`src/rtl/reg_fifo_pkg.sv`:
```
// rtl/reg_fifo_pkg.sv - register map, bit positions and STATUS layout for reg_fifo_bank
package reg_fifo_pkg;

  localparam int REG_STATUS   = 0;
  localparam int REG_CTRL     = 1;
  localparam int REG_TXDATA   = 2;
  localparam int REG_RXDATA   = 3;
  localparam int REG_IRQ_MASK = 4;

  localparam int ST_TX_OVF   = 12;
  localparam int ST_RX_UDF   = 13;
  localparam int ST_TX_FULL  = 28;
  localparam int ST_TX_EMPTY = 29;
  localparam int ST_RX_FULL  = 30;
  localparam int ST_RX_EMPTY = 31;

  localparam int CTRL_TX_FLUSH = 0;
  localparam int CTRL_RX_FLUSH = 1;

  localparam int IRQ_TX_EMPTY    = 0;
  localparam int IRQ_RX_NONEMPTY = 1;
  localparam int IRQ_ERROR       = 2;

  typedef struct packed {
    logic       rx_empty;
    logic       rx_full;
    logic       tx_empty;
    logic       tx_full;
    logic [2:0] rsv_27_25;
    logic [8:0] rx_count;
    logic [1:0] rsv_15_14;
    logic       rx_udf;
    logic       tx_ovf;
    logic [2:0] rsv_11_9;
    logic [8:0] tx_count;
  } status_t;

endpackage

```
`src/rtl/reg_fifo_bank_if.sv`:
```
// rtl/reg_fifo_bank_if.sv - reg_ifc register access bundle with master/slave modports
interface reg_ifc #(parameter int AW = 4);
  logic          rd;
  logic [AW-1:0] raddr;
  logic [31:0]   rdata;
  logic          wr;
  logic [AW-1:0] waddr;
  logic [31:0]   wdata;

  modport master (output rd, raddr, wr, waddr, wdata, input rdata);
  modport slave  (input rd, raddr, wr, waddr, wdata, output rdata);
endinterface

```
`src/rtl/sync_fifo.sv`:
```
// rtl/sync_fifo.sv - first-word-fall-through synchronous FIFO with flush and async reset
module sync_fifo #(
  parameter int DW    = 32,
  parameter int DEPTH = 16
) (
  input  logic                   clk,
  input  logic                   rst_n,
  input  logic                   push,
  input  logic                   pop,
  input  logic                   flush,
  input  logic [DW-1:0]          din,
  output logic [DW-1:0]          head,
  output logic                   full,
  output logic                   empty,
  output logic [$clog2(DEPTH):0] count
);

  localparam int IW = $clog2(DEPTH);

  logic [DW-1:0] mem [DEPTH];
  logic [IW-1:0] wptr, rptr;
  logic [IW:0]   cnt;
  logic          do_push, do_pop;

  // Flush dominates any same-cycle push or pop.
  assign do_push = push & ~full & ~flush;
  assign do_pop  = pop & ~empty & ~flush;

  assign full  = (cnt == (IW+1)'(DEPTH));
  assign empty = (cnt == '0);
  assign count = cnt;
  assign head  = mem[rptr];

  always_ff @(posedge clk or negedge rst_n) begin
    if (!rst_n) begin
      wptr <= '0;
      rptr <= '0;
      cnt  <= '0;
    end else if (flush) begin
      wptr <= '0;
      rptr <= '0;
      cnt  <= '0;
    end else begin
      if (do_push) wptr <= wptr + IW'(1);
      if (do_pop)  rptr <= rptr + IW'(1);
      if (do_push && !do_pop)      cnt <= cnt + (IW+1)'(1);
      else if (do_pop && !do_push) cnt <= cnt - (IW+1)'(1);
    end
  end

  always_ff @(posedge clk) begin
    if (do_push) mem[wptr] <= din;
  end

endmodule

```
`src/rtl/reg_fifo_bank.sv`:
```
// rtl/reg_fifo_bank.sv - register bank with TX/RX FIFOs and status/control registers
// Optional IRQ_MASK register and interrupt output under REG_FIFO_BANK_IRQ_EN.
module reg_fifo_bank
  import reg_fifo_pkg::*;
#(
  parameter int DW    = 32,
  parameter int DEPTH = 16,
  parameter int AW    = 4
) (
  input  logic          clk,
  input  logic          rst_n,
  reg_ifc.slave         regs,
  output logic [DW-1:0] tx_data,
  output logic          tx_valid,
  input  logic          tx_ready,
  input  logic [DW-1:0] rx_data,
  input  logic          rx_valid,
  output logic          rx_ready,
  output logic          irq
);

  localparam int CW = $clog2(DEPTH) + 1;

  logic          wr_status, wr_ctrl, wr_txdata, rd_rxdata;
  logic          tx_push, tx_pop, tx_flush, tx_full, tx_empty;
  logic          rx_push, rx_pop, rx_flush, rx_full, rx_empty;
  logic [CW-1:0] tx_count, rx_count;
  logic [DW-1:0] rx_head;
  logic          tx_ovf, rx_udf;
  status_t       st;
  logic [31:0]   rdata_nxt;
  logic [31:0]   rx_head_ext;

  assign wr_status = regs.wr && (regs.waddr == AW'(REG_STATUS));
  assign wr_ctrl   = regs.wr && (regs.waddr == AW'(REG_CTRL));
  assign wr_txdata = regs.wr && (regs.waddr == AW'(REG_TXDATA));
  assign rd_rxdata = regs.rd && (regs.raddr == AW'(REG_RXDATA));

  // A TX pop in the same cycle does not free a slot for a register write.
  assign tx_push  = wr_txdata & ~tx_full;
  assign tx_pop   = tx_valid & tx_ready;
  assign tx_flush = wr_ctrl & regs.wdata[CTRL_TX_FLUSH];
  assign rx_push  = rx_valid & rx_ready;
  assign rx_pop   = rd_rxdata & ~rx_empty;
  assign rx_flush = wr_ctrl & regs.wdata[CTRL_RX_FLUSH];

  assign tx_valid = ~tx_empty;
  assign rx_ready = ~rx_full;

  sync_fifo #(.DW(DW), .DEPTH(DEPTH)) u_tx_fifo (
    .clk(clk), .rst_n(rst_n), .push(tx_push), .pop(tx_pop), .flush(tx_flush),
    .din(regs.wdata[DW-1:0]), .head(tx_data), .full(tx_full), .empty(tx_empty),
    .count(tx_count)
  );

  sync_fifo #(.DW(DW), .DEPTH(DEPTH)) u_rx_fifo (
    .clk(clk), .rst_n(rst_n), .push(rx_push), .pop(rx_pop), .flush(rx_flush),
    .din(rx_data), .head(rx_head), .full(rx_full), .empty(rx_empty),
    .count(rx_count)
  );

  // Sticky error flags: a new event in the clearing cycle keeps the flag set.
  always_ff @(posedge clk or negedge rst_n) begin
    if (!rst_n) begin
      tx_ovf <= 1'b0;
      rx_udf <= 1'b0;
    end else begin
      if (wr_txdata && tx_full)                    tx_ovf <= 1'b1;
      else if (wr_status && regs.wdata[ST_TX_OVF]) tx_ovf <= 1'b0;
      if (rd_rxdata && rx_empty)                   rx_udf <= 1'b1;
      else if (wr_status && regs.wdata[ST_RX_UDF]) rx_udf <= 1'b0;
    end
  end

  always_comb begin
    st          = '0;
    st.tx_count = 9'(tx_count);
    st.rx_count = 9'(rx_count);
    st.tx_ovf   = tx_ovf;
    st.rx_udf   = rx_udf;
    st.tx_full  = tx_full;
    st.tx_empty = tx_empty;
    st.rx_full  = rx_full;
    st.rx_empty = rx_empty;
  end

  always_comb begin
    rx_head_ext         = '0;
    rx_head_ext[DW-1:0] = rx_head;
  end

`ifdef REG_FIFO_BANK_IRQ_EN
  logic [2:0] irq_mask;
  logic [2:0] irq_cond;
  logic       irq_q;

  assign irq_cond = {tx_ovf | rx_udf, ~rx_empty, tx_empty};

  always_ff @(posedge clk or negedge rst_n) begin
    if (!rst_n) begin
      irq_mask <= '0;
      irq_q    <= 1'b0;
    end else begin
      if (regs.wr && (regs.waddr == AW'(REG_IRQ_MASK))) irq_mask <= regs.wdata[2:0];
      irq_q <= |(irq_mask & irq_cond);
    end
  end

  assign irq = irq_q;
`else
  assign irq = 1'b0;
`endif

  always_comb begin
    rdata_nxt = '0;
    if (regs.raddr == AW'(REG_STATUS)) begin
      rdata_nxt = st;
    end else if (regs.raddr == AW'(REG_RXDATA)) begin
      rdata_nxt = rx_empty ? 32'h0 : rx_head_ext;
    end
`ifdef REG_FIFO_BANK_IRQ_EN
    else if (regs.raddr == AW'(REG_IRQ_MASK)) begin
      rdata_nxt = {29'h0, irq_mask};
    end
`endif
  end

  always_ff @(posedge clk or negedge rst_n) begin
    if (!rst_n) regs.rdata <= '0;
    else if (regs.rd) regs.rdata <= rdata_nxt;
  end

endmodule
```
`src/flat_wrapper.sv`:
```
// flat-port wrapper written by rule: the top's interface ports become plain ports
module reg_fifo_bank_flat import reg_fifo_pkg::*;
#(
  parameter int DW    = 32,
  parameter int DEPTH = 16,
  parameter int AW    = 4
)
  (clk, rst_n, tx_data, tx_valid, tx_ready, rx_data, rx_valid, rx_ready, irq, regs_rd, regs_raddr, regs_wr, regs_waddr, regs_wdata, regs_rdata);
  reg_ifc #(.AW(AW)) regs_i ();
  input  logic clk;
  input  logic rst_n;
  output logic [DW-1:0] tx_data;
  output logic tx_valid;
  input  logic tx_ready;
  input  logic [DW-1:0] rx_data;
  input  logic rx_valid;
  output logic rx_ready;
  output logic irq;
  input wire logic [$bits(regs_i.rd)-1:0] regs_rd;
  input wire logic [$bits(regs_i.raddr)-1:0] regs_raddr;
  input wire logic [$bits(regs_i.wr)-1:0] regs_wr;
  input wire logic [$bits(regs_i.waddr)-1:0] regs_waddr;
  input wire logic [$bits(regs_i.wdata)-1:0] regs_wdata;
  output wire logic [$bits(regs_i.rdata)-1:0] regs_rdata;
  assign regs_i.rd = regs_rd;
  assign regs_i.raddr = regs_raddr;
  assign regs_i.wr = regs_wr;
  assign regs_i.waddr = regs_waddr;
  assign regs_i.wdata = regs_wdata;
  assign regs_rdata = regs_i.rdata;
  reg_fifo_bank #(.DW(DW), .DEPTH(DEPTH), .AW(AW)) u_core (.clk(clk), .rst_n(rst_n), .regs(regs_i), .tx_data(tx_data), .tx_valid(tx_valid), .tx_ready(tx_ready), .rx_data(rx_data), .rx_valid(rx_valid), .rx_ready(rx_ready), .irq(irq));
endmodule
```
`config.mk`:
```
export PLATFORM = sky130hd
export DESIGN_NAME = reg_fifo_bank_flat
export DESIGN_NICKNAME = d
export VERILOG_FILES = /design/src/rtl/reg_fifo_pkg.sv /design/src/rtl/reg_fifo_bank_if.sv /design/src/rtl/sync_fifo.sv /design/src/rtl/reg_fifo_bank.sv /design/src/flat_wrapper.sv
export SDC_FILE = /design/constraint.sdc
export NUM_CORES = 1
export LEC_CHECK = 0
export CAP_MARGIN = 25
export CORE_ASPECT_RATIO = 1.4
export CORE_MARGIN = 4
export CORE_UTILIZATION = 50
export CTS_CLUSTER_SIZE = 24
export DETAILED_ROUTE_END_ITERATION = 8
export PLACE_DENSITY = 0.76
export SLEW_MARGIN = 20
export SYNTH_ARGS = -nofsm -noshare
export SYNTH_HDL_FRONTEND = slang
export SYNTH_HIERARCHICAL = 1
export SYNTH_SLANG_ARGS = --single-unit
```
`constraint.sdc`:
```
create_clock -name clk -period 5.7 [get_ports clk]
set_input_delay 1.14 -clock clk [delete_from_list [all_inputs] [get_ports clk]]
set_output_delay 1.14 -clock clk [all_outputs]
set_load 0.005 [all_outputs]
```
== Word level (Yosys, flattened, before mapping) ==
Memories as Yosys holds them, arrays and structs flattened.
Index checks and enable logic that the tools add are counted.

* Memories: 2
* Input bits: 78
* RAM bits: 1024
* Register bits: 60

* Eq/ne operators: 5
* Bitwise logic cells: 20
* Add/subtract/negate cells: 8
* Reductions and logical operators: 28
* Muxes and demuxes: 25

{| class="wikitable"
|+ Memories
! memory !! depth !! bits a word !! rd ports !! clocked after memory_dff !! write ports !! RTL line !! source
|-
| u_core.u_rx_fifo.mem || 16 || 32 || 1 || 0 || 1 || sync_fifo.sv:20 || <nowiki>logic [DW-1:0] mem [DEPTH];</nowiki>
|-
| u_core.u_tx_fifo.mem || 16 || 32 || 1 || 0 || 1 || sync_fifo.sv:20 ||
|}

{| class="wikitable"
|+ Operators with widths
! operator !! number
|-
| two-way mux 32 bit || 3
|-
| two-way mux 4 bit || 8
|-
| two-way mux 5 bit || 6
|-
| adder 4 x 1 -> 4 bit, second input constant || 4
|-
| AND 1 bit || 14
|-
| logical AND 1 bit || 12
|-
| nonzero test 2 bit || 6
|-
| adder 5 x 1 -> 5 bit, second input constant || 2
|-
| equality test 5 bit, second input constant || 2
|-
| zero test 5 bit || 2
|-
| subtractor 5 x 1 -> 5 bit, second input constant || 2
|-
| equality test 4 x 2 -> 1 bit, second input constant || 2
|-
| zero test 4 bit || 2
|-
| two-way mux 1 bit || 8
|-
| NOT 1 bit || 6
|-
| nonzero test 3 bit || 2
|-
| equality test 4 x 1 -> 1 bit, second input constant || 1
|-
| zero test 1 bit || 4
|}

== Longest topological paths before layout ==
Gate-level depths: netlist of run 1.

* Depth after elaboration: 10
* Gate-level depth with buffers: 13
* Gate-level depth less buffers: 12

== Cells and area by module ==
Netlist of run 1, hierarchy kept.

{| class="wikitable"
|+ By module, submodules not included
! module !! seq. area each (um^2) !! times used !! area an instance (um^2) !! cells an instance
|-
| sync_fifo (u_core.u_rx_fifo) || 15700.1 || 1 || 20537.2 || 1044
|-
| sync_fifo (u_core.u_tx_fifo) || 15700.1 || 1 || 20188.1 || 824
|-
| reg_fifo_bank || 850.8 || 1 || 1492.7 || 114
|}

== Worst setup path before layout of run 1 ==
Ideal clock, no wire load.

* Kind: input -> register
* From: in regs_waddr[0]
* To: mem u_core.u_tx_fifo.mem[12][0] (enable)
* Arrival: 4329 ps
* Cell stages on the path: 6
* Setup time: 421 ps
* Setup slack: 950 ps
* Cells stage by stage: or4b_1 > nor3b_1 > inv_1 > a21oi_1 > nand2_1 > nor2_1

* Word-level cells in the longest chain between the ends: 7

{| class="wikitable"
|+ Ends and longest elaborated chain
! what !! RTL line !! source
|-
| start: declaration || flat_wrapper.sv:22 || <nowiki>input wire logic [$bits(regs_i.waddr)-1:0] regs_waddr;</nowiki>
|-
| equality test 4 x 2 -> 1 bit || reg_fifo_bank.sv:36 || <nowiki>assign wr_txdata = regs.wr && (regs.waddr == AW'(REG_TXDATA));</nowiki>
|-
| logical AND 1 bit || reg_fifo_bank.sv:36 ||
|-
| AND 1 bit || reg_fifo_bank.sv:40 || <nowiki>assign tx_push = wr_txdata & ~tx_full;</nowiki>
|-
| via u_core.tx_push || reg_fifo_bank.sv:25 || <nowiki>logic tx_push, tx_pop, tx_flush, tx_full, tx_empty;</nowiki>
|-
| AND 1 bit (2 in series) || sync_fifo.sv:26 || <nowiki>assign do_push = push & ~full & ~flush;</nowiki>
|-
| two-way mux 1 bit || sync_fifo.sv:52 || <nowiki>if (do_push) mem[wptr] <= din;</nowiki>
|-
| two-way mux 1 bit (not written as such) || sync_fifo.sv:52 ||
|-
| end: declaration || sync_fifo.sv:20 ||
|}

The timed path passes the listed nets, and every way through them passes these cells.

== Final worst setup path of run 1 ==
* From: reg u_core.u_tx_fifo.rptr[0]
* To: out tx_data[20]

* Word-level cells in the longest chain between the ends: 1

{| class="wikitable"
|+ Ends and longest elaborated chain
! what !! RTL line !! source
|-
| start: declaration || sync_fifo.sv:21 || <nowiki>logic [IW-1:0] wptr, rptr;</nowiki>
|-
| start signal: assignment || sync_fifo.sv:45 || <nowiki>if (do_pop) rptr <= rptr + IW'(1);</nowiki>
|-
| memory read (16 x 32 bit) || n/a ||
|-
| end: declaration || flat_wrapper.sv:12 || <nowiki>output logic [DW-1:0] tx_data;</nowiki>
|}

Every way passes these cells.

==> results of run 1 <==
per-layer routing:
| metal | wire (um) | track usage |
|---|---|---|
| met5 | 41 | 0 |
| met4 | 2670 | 0.0668 |
| met3 | 7100 | 0.0406 |
| met2 | 50600 | 0.379 |
| met1 | 33900 | 0.260 |
area by class of cell:
cell class,instances,area (um^2)
diodes,2,5.00
clock buffers,123,2570
clock inverters,58,542
fillers,5744,34900
inverters,18,67.6
multi-input cells,772,9520
flip-flops and latches,1084,32300
well taps,1079,1350
repair buffers,207,2150
kinds of logic after synthesis:
family	after synthesis
and+or+nand+nor	173
adders and majority gates	20
xor gates and xnor gates	13
AOI/OAI and AO/OA	201
other	1
buffers and inverters	126
DFF	1084
muxes	364
metrics by stage:
stage | instance area, um^2 | power, mW | hold WS [ps] | worst slack, ps
final | 48500 | 21.5 | 281 | 882
after global routing | 48500 | 22.4 | 254 | 654
after CTS | 48500 | 21.7 | 245 | 778
after detailed placement | 45400 | 15.3 | 496 | 761
after global placement | 45200 | 15.1 | 500 | 917
after floorplan | 42200 | 13.4 | 457 | 950
state kept, by name, summed over array words and instances, names as in the netlist:
name,flops
u_core/u_rx_fifo/mem,512
u_core/u_tx_fifo/mem,512
u_core/regs.rdata,32
u_core/u_rx_fifo/count,5
u_core/u_tx_fifo/count,5
u_core/u_rx_fifo/rptr,4
u_core/u_rx_fifo/wptr,4
u_core/u_tx_fifo/rptr,4
u_core/u_tx_fifo/wptr,4
u_core/rx_udf,1
u_core/tx_ovf,1
how the worst max path moves through the flow:
| stage | start | endpoint | slack [ps] | cells after the start |
|---|---|---|---|---|
| floorplan | regs_waddr[0] | u_core/u_tx_fifo/mem[12][0] | 950 | 6 |
| global placement | regs_waddr[0] | u_core/u_tx_fifo/count[4] | 920 | 12 |
| detailed placement | regs_waddr[0] | u_core/u_tx_fifo/count[4] | 760 | 12 |
| finish | u_core/u_tx_fifo/rptr[0] | tx_data[20] | 880 | 4 |
| CTS | u_core/u_tx_fifo/rptr[0] | tx_data[20] | 780 | 4 |
| global route | u_core/u_tx_fifo/rptr[0] | tx_data[20] | 650 | 4 |
cells in the final DEF (no fill, tap or decap), types with 16 or more instances in the layout:
cell type and count:
a221oi_1 64, a22o_1 16, a22oi_1 32, buf_4 48
clkbuf_1 24, clkbuf_16 99, clkdlybuf4s50_1 142, clkinv_1 19
clkinv_2 19, dfrtp_1 54, edfxtp_1 1024, ha_1 18
inv_1 16, mux2i_1 136, mux4_2 224, nand2_1 54
nor2_1 24, nor2_4 32, o21ai_0 36
where the power goes:
part / switching, mW / leakage, nW / total (mW) / internal [mW]
Sequential: 0.633 / 10.0 / 9.84 / 9.21
Combinational: 2.52 / 4.10 / 5.28 / 2.76
Clock: 2.81 / 1.50 / 6.38 / 3.57
==> results.sh, run 1 <==
export IMPL_synth_fa_ha_area_frac=0.00628
export IMPL_drt_iter0_markers=1993
export IMPL_synth_top_family_by_area="multiplexers"
export IMPL_synth_most_common_cell="edfxtp_1"
export IMPL_peakVddDrop_mv=0.313
export IMPL_yosys_top_cells_count="1,024 x edfxtp_1, 224 x mux4_2, 136 x mux2i_1, 64 x a221oi_1, 60 x dfrtp_1"
export IMPL_die_w_um=254
export IMPL_syn_nets=2080
export IMPL_endpoint_kind="primary output"
export IMPL_cts_setup_buffers=0
export IMPL_area_growth_pct=14.8
export IMPL_fin_nets=2278
export IMPL_cp_arrival_ps=3680
export IMPL_vias_per_cell=6.23
export IMPL_design_die_area_um2=89200
export IMPL_synthFlopType="edfxtp_1"
export IMPL_worst_slew_pin_slew_ps=943
export IMPL_path_clk_slew_ps=60
export IMPL_wl_per_cell_um=28.2
export IMPL_critPathKind="flop to primary output"
export IMPL_cp_required_ps=4560
export IMPL_setup_viol=0
export IMPL_dp_cells=3160
export IMPL_pin_count=145
export IMPL_crit_path_max_incr_delay_ps=1010
export IMPL_fin_crit_sh=0.845
export IMPL_htree_levels=3
export IMPL_drc_errors=0
export IMPL_grt_overflow_total=0
export IMPL_fmax_mhz=208
export IMPL_synth_area_um2=42200
export IMPL_synthMuxAreaShare=0.153
export IMPL_grt_max_degree=69
export IMPL_slowest_stage="dfrtp_4"
export IMPL_vias=20800
export IMPL_fin_util=0.581
export IMPL_fin_crit_ps=4820
export IMPL_avgSynthCellArea_um2=21.3
export IMPL_clock_latency_ps=660
export IMPL_grt_pass1_wl_mm=140
export IMPL_hold_path_class="input pin to async pin"
export IMPL_fp_coreArea_um2=83400
export IMPL_cts_root_buffer_cell="clkbuf_16"
export IMPL_cap_violations=0
export IMPL_antenna_left=0
export IMPL_cts_buffer_depth=3
export IMPL_synthArstFlopShare=0.0554
export IMPL_ys_seq_area_frac=0.764
export IMPL_relSlewSlack=0.371
export IMPL_grt_util_all_layers=0.211
export IMPL_cts_sinks=1084
export IMPL_ys_warn_count=6
export IMPL_die_y_um=352
export IMPL_gp_congestion=0.828
export IMPL_synth_top_cell_area_share=0.728
export IMPL_syn_instance_count=1982
export IMPL_finClkSkew_ps=31.5
export IMPL_reg2reg_slack_ps=1510
export IMPL_r2r_end="u_core/u_tx_fifo/count[4]"
export IMPL_synthXorXnorAreaFrac=0.00270
export IMPL_synth_area_top_cells="edfxtp_1 73%, mux4_2 12%, dfrtp_1 3.6%"
export IMPL_cts_resized=0
export IMPL_dr_pass1_iters=8
export IMPL_stdcell_count=3343
export IMPL_hold_violations=0
export IMPL_grt_pass1_vias=21800
export IMPL_power_density_nw_per_um2=444
export IMPL_path_cells="buf_4, mux4_2, mux4_2, clkdlybuf4s50_1"
export IMPL_r2r_start="u_core/u_tx_fifo/count[0]"
export IMPL_dp_hpwl_mm=55.8
export IMPL_cp_top_family="multiplexers"
export IMPL_cp_max_fo=44
export IMPL_critPathBufInv=2
export IMPL_routed_wl_mm=94.3
export IMPL_yosys_area_top_type="edfxtp_1"
export IMPL_outcome="completed"
export IMPL_rsz0062_at_grt="no"
export IMPL_io_buffers=143
export IMPL_critPathMostFrequentCell="mux4_2"
export IMPL_drive_gt1_frac=0.214
export IMPL_yosys_area_share_simple=0.0206
export IMPL_synth_edf_count=1024
export IMPL_startpoint_type="flop"
export IMPL_cts_buffers=97
export IMPL_fin_tns_setup_ps=0
export IMPL_synth_compound_area_share=0.0369
export IMPL_rows=125
export IMPL_finalMaxSlewViolations=0
export IMPL_cts_tree="yes"
export IMPL_ys_seq_elements=1084
export IMPL_start_util=0.506
export IMPL_ctsHoldBuffers=0
export IMPL_ys_types=66
export IMPL_antenna_found_initial=5
export IMPL_ff2ff_path_depth=12
export IMPL_p_leak_nw=15.6
Note: power is estimated with default switching activity, not from simulation.
==> run 2: changes to the inputs <==
Clock period 5.7 ns to 4.6 ns, I/O delays scaled along.
==> run 2 against run 1 <==
  * Design area is 0.79% higher
  * Critical path type unchanged
  * Die area did not move
  * Sequential power increased by 23%
  * Largest power group unchanged
  * Wire length is 2.8% lower
  * Clock skew down 8.7 ps
  * Setup slack lost 640 ps
  * Clock power grew 33%
==> results.sh, run 2 (synthesis results as in run 1) <==
export IMPL_grt_overflow_total=0
export IMPL_finalMaxSlewViolations=0
export IMPL_layout_common_cells="1,024 x edfxtp_1, 224 x mux4_2, 142 x clkdlybuf4s50_1"
export IMPL_vias_per_cell=6.14
export IMPL_slowest_stage="dfrtp_4"
export IMPL_fin_tns_setup_ps=0
export IMPL_worst_slew_pin_slew_ps=1000
export IMPL_cp_arrival_ps=3440
export IMPL_cts_root_buffer_cell="clkbuf_16"
export IMPL_peakVddDrop_mv=0.405
export IMPL_cts_buffer_depth=3
export IMPL_die_w_um=254
export IMPL_top_regs="u_core/u_rx_fifo/mem x512, u_core/u_tx_fifo/mem x512, u_core/regs.rdata x32"
export IMPL_fmax_mhz=229
export IMPL_drt_iter0_markers=2210
export IMPL_power_density_nw_per_um2=558
export IMPL_outcome="completed"
export IMPL_final_cell_area_um2=48900
export IMPL_path_cells="buf_4, mux4_2, mux4_2, clkdlybuf4s50_1"
export IMPL_cap_violations=0
export IMPL_multi_input_area_um2=9510
export IMPL_grt_max_degree=79
export IMPL_cts_tree="yes"
export IMPL_pin_count=145
export IMPL_crit_path_max_incr_delay_ps=900
export IMPL_start_util=0.506
export IMPL_holdWs_ps=363
export IMPL_cts_buffers=97
export IMPL_dp_hpwl_mm=56.0
export IMPL_rows=125
export IMPL_cp_max_fo=42
export IMPL_htree_levels=3
export IMPL_gp_congestion=0.828
export IMPL_die_y_um=352
export IMPL_routed_wl_mm=91.6
export IMPL_cts_setup_buffers=0
export IMPL_critPathMostFrequentCell="mux4_2"
export IMPL_area_growth_pct=15.7
export IMPL_place_area_um2=45500
export IMPL_stdcell_count=3354
export IMPL_finClkSkew_ps=22.8
export IMPL_fin_ws_ps=237
export IMPL_drive_gt1_frac=0.223
export IMPL_hold_path_class="input pin to async pin"
export IMPL_cts_sinks=1084
export IMPL_fin_nets=2288
export IMPL_pre_cts_ws_ps=286
export IMPL_design_die_area_um2=89200
export IMPL_io_buffers=143
export IMPL_grt_util_all_layers=0.207
export IMPL_hold_violations=0
export IMPL_antenna_left=0
export IMPL_startpoint_type="flop"
export IMPL_fin_crit_sh=0.948
export IMPL_p_leak_nw=15.8
export IMPL_wl_per_cell_um=27.3
export IMPL_grt_pass1_wl_mm=138
export IMPL_antenna_found_initial=8
export IMPL_cts_resized=0
export IMPL_fp_coreArea_um2=83400
export IMPL_fin_crit_ps=4360
export IMPL_relSlewSlack=0.330
export IMPL_vias=20600
export IMPL_endpoint_kind="primary output"
export IMPL_cp_required_ps=3680
export IMPL_nFillCells=5731
export IMPL_fin_util=0.586
export IMPL_dp_cells=3170
export IMPL_grt_pass1_vias=21500
export IMPL_path_clk_slew_ps=60
export IMPL_clock_latency_ps=670
export IMPL_power_total_mw=27.3
export IMPL_rsz0062_at_grt="no"
export IMPL_ff_latch_area_um2=32300
export IMPL_drc_errors=0
export IMPL_ctsHoldBuffers=0
export IMPL_final_common_cell="edfxtp_1"
export IMPL_setup_viol=0
export IMPL_critPathKind="flop to primary output"
export IMPL_dr_pass1_iters=5
## run 2: cell count changes in the layout (fill, tap and decap cells not counted), moves of 3 or more
cell and delta:
buf_12 +9, clkbuf_8 +9, bufinv_16 +7, clkinv_1 -7
buf_4 +5, buf_16 -4, clkbuf_1 -4, clkinvlp_4 -4
inv_6 -3
## run 2: critical path: cells and delay by family (launching register included)
kind     cells  cell delay, ps
mux          2             910
buf+inv      2             920
flops        1             900
## run 2: power by group
part	switching, mW	leakage [nW]	internal [mW]
clock	3.55	1.65	4.92
sequential	0.644	10.0	11.4
combinational	3.31	4.16	3.44
## run 2: final cells by class
class / count / area share
Antenna cell: 1 / 0.0000512
Tap cell: 1079 / 0.0276
Multi-Input combinational cell: 772 / 0.195
Clock buffer: 126 / 0.0538
Inverter: 18 / 0.00138
Clock inverter: 57 / 0.0157
Sequential cell: 1084 / 0.660
Timing Repair Buffer: 217 / 0.0463
## run 2: path summary, 6_finish.rpt
| path | startpoint | to | slack, ps | depth (start not counted) |
|---|---|---|---|---|
| worst min register to register | u_core/rx_udf | u_core/rx_udf | 520 | 1 |
| max in group asynchronous | rst_n | u_core/u_tx_fifo/rptr[1] | 3520 | 1 |
| worst max-delay path | u_core/u_tx_fifo/rptr[1] | tx_data[28] | 240 | 4 |
| min in group clk | u_core/rx_udf | u_core/rx_udf | 520 | 1 |
| worst min-delay path | rst_n | u_core/regs.rdata[23] | 360 | 1 |
| worst max register to register | u_core/u_tx_fifo/count[1] | u_core/u_tx_fifo/count[4] | 730 | 12 |
## run 2: layer usage
layer / vias to the layer above / wire length [um] / global-route usage
li1: 8738 / - / -
met1: 10700 / 34300 / 0.270
met2: 924 / 47400 / 0.353
met3: 185 / 7330 / 0.0434
met4: 10 / 2530 / 0.0624
met5: - / 82 / 0
